<file path="src/rtl/mem_arbiter.sv">
// mem_arbiter: two-requester arbiter in front of a single-port RAM.
//   dev1 (instruction fetch) and dev2 (load/store) raise a level request
//   and hold their address/data/we until they receive a one-cycle ack.
//   Ties are broken round-robin using the last served requester.
//   Requests are sampled in IDLE and mem_en rises the next cycle.
//   There is always at least one idle RAM cycle between grants.
// Ports:
//   clk, reset (sync, active-low)
//   devN_mem_en/addr/di/we  in   request from requester N
//   devN_do_ack             out  completion pulse to requester N
//   dev_do                  out  shared read data, valid with an ack
//   mem_addr/di/we/en       out  shared RAM port; mem_burst_en tied 0
//   mem_do_ack, mem_do      in   RAM completion and read data
//   timeout_err             out  one-cycle watchdog error pulse
// Optional feature: define MEM_ARBITER_TIMEOUT_EN to enable a grant watchdog
//   that force-completes a grant after TIMEOUT cycles with all-ones data.
module mem_arbiter #(
  parameter int ADDR_W  = 10,
  parameter int DATA_W  = 32,
  parameter int TIMEOUT = 16
) (
  input  logic              clk,
  input  logic              reset,
  input  logic              dev1_mem_en,
  input  logic [ADDR_W-1:0] dev1_mem_addr,
  input  logic [DATA_W-1:0] dev1_mem_di,
  input  logic              dev1_mem_we,
  input  logic              dev2_mem_en,
  input  logic [ADDR_W-1:0] dev2_mem_addr,
  input  logic [DATA_W-1:0] dev2_mem_di,
  input  logic              dev2_mem_we,
  output logic              dev1_do_ack,
  output logic              dev2_do_ack,
  output logic [DATA_W-1:0] dev_do,
  output logic [ADDR_W-1:0] mem_addr,
  output logic [DATA_W-1:0] mem_di,
  output logic              mem_we,
  output logic              mem_en,
  output logic              mem_burst_en,
  input  logic              mem_do_ack,
  input  logic [DATA_W-1:0] mem_do,
  output logic              timeout_err
);

  typedef enum logic [1:0] {
    IDLE = 2'd0,
    GNT1 = 2'd1,
    GNT2 = 2'd2
  } state_t;

  state_t     state_q, state_d;
  logic       last_gnt_q, last_gnt_d;   // 1'b0 = dev1 served last, 1'b1 = dev2
  logic [1:0] mask_q, mask_d;           // {dev2, dev1} masked for one IDLE cycle
  logic       mem_en_q, mem_en_d;
  logic [1:0] req_masked;
  logic       tmo;                      // watchdog expiry in the current grant cycle
  logic       done;                     // current grant completes this cycle

`ifdef MEM_ARBITER_TIMEOUT_EN
  localparam int CNT_W = $clog2(TIMEOUT + 1);
  logic [CNT_W-1:0] cnt_q, cnt_d;

  // cnt_q holds (grant cycle - 1), so expiry lands on grant cycle TIMEOUT
  assign tmo = (state_q != IDLE) && (cnt_q == CNT_W'(TIMEOUT - 1));

  // Watchdog counter: runs only while a grant is held, restarts per grant
  always_comb begin
    if ((state_q != IDLE) && (state_d != IDLE)) begin
      cnt_d = cnt_q + CNT_W'(1);
    end else begin
      cnt_d = '0;
    end
  end

  // Watchdog counter register
  always_ff @(posedge clk) begin
    if (!reset) begin
      cnt_q <= '0;
    end else begin
      cnt_q <= cnt_d;
    end
  end
`else
  assign tmo = 1'b0;
`endif

  assign done         = mem_do_ack | tmo;
  assign mem_burst_en = 1'b0;
  assign mem_en       = mem_en_q;

  // Next-state, round-robin pointer and one-cycle re-grant mask
  always_comb begin
    state_d    = state_q;
    last_gnt_d = last_gnt_q;
    mask_d     = 2'b00;
    req_masked = {dev2_mem_en, dev1_mem_en} & ~mask_q;
    case (state_q)
      IDLE: begin
        case (req_masked)
          2'b01:   state_d = GNT1;
          2'b10:   state_d = GNT2;
          2'b11:   state_d = last_gnt_q ? GNT1 : GNT2;
          default: state_d = IDLE;
        endcase
      end
      GNT1: begin
        if (done) begin
          state_d    = IDLE;
          last_gnt_d = 1'b0;
          mask_d     = 2'b01;
        end else begin
          state_d    = GNT1;
        end
      end
      GNT2: begin
        if (done) begin
          state_d    = IDLE;
          last_gnt_d = 1'b1;
          mask_d     = 2'b10;
        end else begin
          state_d    = GNT2;
        end
      end
      default: state_d = IDLE;
    endcase
    mem_en_d = (state_d != IDLE);
  end

  // Arbiter state registers
  always_ff @(posedge clk) begin
    if (!reset) begin
      state_q    <= IDLE;
      last_gnt_q <= 1'b1;
      mask_q     <= 2'b00;
      mem_en_q   <= 1'b0;
    end else begin
      state_q    <= state_d;
      last_gnt_q <= last_gnt_d;
      mask_q     <= mask_d;
      mem_en_q   <= mem_en_d;
    end
  end

  // RAM port mux and completion signalling for the granted requester;
  // acks are suppressed while reset is asserted so an abandoned grant never acks
  always_comb begin
    mem_addr    = '0;
    mem_di      = '0;
    mem_we      = 1'b0;
    dev1_do_ack = 1'b0;
    dev2_do_ack = 1'b0;
    dev_do      = '0;
    timeout_err = 1'b0;
    case (state_q)
      GNT1: begin
        mem_addr    = dev1_mem_addr;
        mem_di      = dev1_mem_di;
        mem_we      = dev1_mem_we;
        dev1_do_ack = done & reset;
      end
      GNT2: begin
        mem_addr    = dev2_mem_addr;
        mem_di      = dev2_mem_di;
        mem_we      = dev2_mem_we;
        dev2_do_ack = done & reset;
      end
      default: begin
        mem_addr    = '0;
      end
    endcase
    if (dev1_do_ack | dev2_do_ack) begin
      // a real RAM ack wins over a watchdog expiry in the same cycle
      dev_do      = mem_do_ack ? mem_do : {DATA_W{1'b1}};
      timeout_err = ~mem_do_ack;
    end else begin
      dev_do      = '0;
      timeout_err = 1'b0;
    end
  end

endmodule

</file>
<file path="config.mk">
export PLATFORM = sky130hd
export DESIGN_NAME = mem_arbiter
export DESIGN_NICKNAME = d
export VERILOG_FILES = /design/src/rtl/mem_arbiter.sv
export SDC_FILE = /design/constraint.sdc
export NUM_CORES = 1
export LEC_CHECK = 0
export CORE_ASPECT_RATIO = 0.9
export CORE_MARGIN = 5
export CORE_UTILIZATION = 25
export CTS_BUF_LIST = sky130_fd_sc_hd__clkbuf_8
export DETAILED_ROUTE_END_ITERATION = 10
export PLACE_DENSITY = 0.91
export SYNTH_ARGS = -nofsm -noshare
export SYNTH_HDL_FRONTEND = slang
export SYNTH_SLANG_ARGS = --single-unit
</file>
<file path="constraint.sdc">
create_clock -name clk -period 5.1 [get_ports clk]
set_clock_uncertainty 0.2 [all_clocks]
set_input_delay 1.02 -clock clk [delete_from_list [all_inputs] [get_ports clk]]
set_output_delay 1.02 -clock clk [all_outputs]
set_load 0.05 [all_outputs]
</file>
==> flow_summary_export.csv <==
group,metric,value,unit
critical_path,crit_family,"adder cells",
clock_tree,cts_root_buf,"clkbuf_8",
yosys,synth_cells,209,
yosys,ys_ff_latch,6,
floorplanning,die_w,86.2,um
timing,worst_pin_slew,1.03,ns
critical_path,worstPathRequired,3.88,ns
timing,slew_violations,0,
timing,tns,0,ns
clock_tree,htreeDepth,1,
critical_path,path_max_fanout,44,
global_routing,track_usage,0.205,
placement,portBuffers,200,
power_and_ir_drop,power_density,139,nW/um2
critical_path,start_kind,"flop",
timing,timing.fmax,254,MHz
placement,hpwlAfterDp,6.25,mm
layout,drive_gt1_frac,0.102,
clock_tree,cts_made_buffers,3,
power_and_ir_drop,max-vdd-ir-drop,103,uV
routing,drc,0,
clock_tree,cts_setup_buffers,0,
global_routing,antenna_found_initial,0,
power_and_ir_drop,power,513,uW
layout,nFillCells,382,
clock_tree,clock-sinks,6,
job,drv.max_cap_violation_count,0,
clock_tree,cts_hold_repair.buffers,0,
routing,topRoutingLayerUsed,"met4",
timing,fin_ws,1.17,ns
layout,finalInstanceArea,3690,um2
routing,drt-initial-drc-count,73,
routing,wl_met1,2.52,mm
routing,wl_per_cell,16.2,um
clock_tree,cts_tree,"built",
routing,wl,7.46,mm
routing,met3_wirelength,812,um
routing,dr_wl_met2,4.02,mm
clock_tree,cts_resized,0,
yosys,ys_warn_count,0,
timing,rsz0062_at_grt,"false",
timing,relSlewSlack,0.315,
clock_tree,clock_latency,0.22,ns
layout,antennaDiodeCount,0,
layout,nets,523,
critical_path,cp_num_buf_inv,2,
placement,routabilityCongestion,0.861,
power_and_ir_drop,p_leak,1.45,nW
placement,placed_cell_area,3630,um2
yosys,synth-seq-area-share,0.0920,
critical_path,worstPathCellList,"inv_1 > ha_1 > nor2b_1 > clkdlybuf4s50_1",
routing,via_count,2205,
clock_tree,clk_pin_slew,0.04,ns
global_routing,first_global_vias,2288,
hold_path,hold_path_class,"flop to flop",
critical_path,critical_path_class,"flop to output port",
layout,multi_input_area,935,um2
floorplanning,rows,25,
global_routing,grt_pass1_wl,11.4,mm
layout,syn_to_final_growth,182,%
yosys,synthTopCellsByArea,"a22oi_1 (25%), nor2b_1 (22%), a21oi_1 (13%)",
clock_tree,ctsLongestPathBuffers,2,
routing,dr.pass1.iters,4,
floorplanning,placeableCoreArea,5160,um2
timing,period_needed,3.93,ns
global_routing,grt_max_degree,45,
yosys,syn_avg_cell_area,6.25,um2
global_routing,grt_overflow,0,
run_status,status,"complete, no violations",
floorplanning,start_util,0.253,
critical_path,critPathMaxStageDelay,0.97,ns
timing,period_share,0.771,
routing,via_per_inst,4.78,
floorplanning,dieArea,6770,um2
floorplanning,ios,203,
yosys,yosys.area.top_type_share,0.247,
floorplanning,die_y,78.6,um
yosys,syn_area,1310,um2
yosys,ys_types,22,
critical_path,worstPathArrival,2.71,ns
placement,place_ws,1.00,ns
critical_path,crit_path_end_kind,"output port",
timing,finalSetupViolations,0,
timing,hold_viol_final,0,
layout,regArea,120,um2
yosys,synth_top_area_cell,"a22oi_1",
timing,fin_hold_ws,0.287,ns
critical_path,slowest_stage,"ha_1",
routing,ant_nets,0,
[synth_stat cells (all sizes together)]
| cell type | count |
|---|---|
| and3 | 3 |
| clkbuf | 8 |
| o311ai | 1 |
| ha | 4 |
| a32oi | 1 |
| nand3b | 1 |
| nand2 | 4 |
| dfxtp | 6 |
| nor2 | 1 |
| inv | 36 |
| and2 | 1 |
| o21ai | 2 |
| nand3 | 1 |
| o211ai | 1 |
| nand2b | 1 |
| nor2b | 45 |
| conb | 1 |
| buf | 15 |
| a22oi | 43 |
| a21oi | 34 |
[through the flow]
step	std cells	util
2_1_floorplan	210	-
3_3_place_gp	457	0.704
3_5_place_dp	457	0.704
4_1_cts	460	0.712
5_1_grt	461	0.714
6_report	461	0.714
[power by group]
group | internal (mW) | total, mW | switching, mW
logic | 0.194 | 0.391 | 0.198
registers | 0.0504 | 0.0524 | 0.00196
clock network | 0.0506 | 0.0695 | 0.0189
[routing by layer]
| metal | vias up | track usage |
|---|---|---|
| met5 | - | 0 |
| met4 | 0 | 0.0358 |
| met3 | 10 | 0.0787 |
| met2 | 119 | 0.406 |
| met1 | 1000 | 0.201 |
| li1 | 1076 | - |
[state kept, by name, summed over array words and instances (netlist names)]
| register | cells |
|---|---|
| mem_en | 1 |
| state_q | 2 |
| mask_q | 2 |
| last_gnt_q | 1 |
[logic make-up after synthesis]
kind of cell             Yosys count  synth area share
AND/OR/NAND/NOR                   57             0.263
AO/OA/AOI/OAI                     82             0.408
buffers and inverters             59             0.195
flip-flops                         6            0.0920
adder cells (fa/ha/maj)            4            0.0383
other                              1           0.00287
[final timing paths]
path	start	endpoint	slack, ns	cells after the start
worst max-delay path	state_q[0]	mem_di[15]	1.17	4
worst min-delay path	last_gnt_q	last_gnt_q	0.29	2
worst max register to register	state_q[0]	mask_q[0]	3.21	3
worst min register to register	last_gnt_q	last_gnt_q	0.29	2
[tightest hold or removal path, cell delays in order (launching register included)]
cell     delay, ns
dfxtp_1       0.31
nand2_1       0.06
nand3_1       0.06
[final cells by class]
cell class	count	area share
multi-input combinational	145	0.253
inverter	36	0.0366
clock buffer	3	0.0112
tap	67	0.0227
timing repair buffer	204	0.643
sequential	6	0.0326
[cells in the final DEF (no fill, tap or decap)]
master / count
o211ai_2: 1
clkbuf_8: 3
nand2_1: 4
clkdlybuf4s50_1: 168
o21ai_1: 1
buf_12: 33
o311ai_0: 1
a32oi_1: 1
buf_8: 1
conb_1: 2
a22oi_1: 43
o21ai_0: 1
nand3_1: 1
and2_1: 1
nand3b_1: 1
inv_1: 36
dfxtp_1: 6
buf_4: 2
nand2b_1: 1
nor2_1: 1
a21oi_1: 34
nor2b_1: 45
and3_1: 3
ha_1: 4
Note: power is estimated with default switching activity, not from simulation.
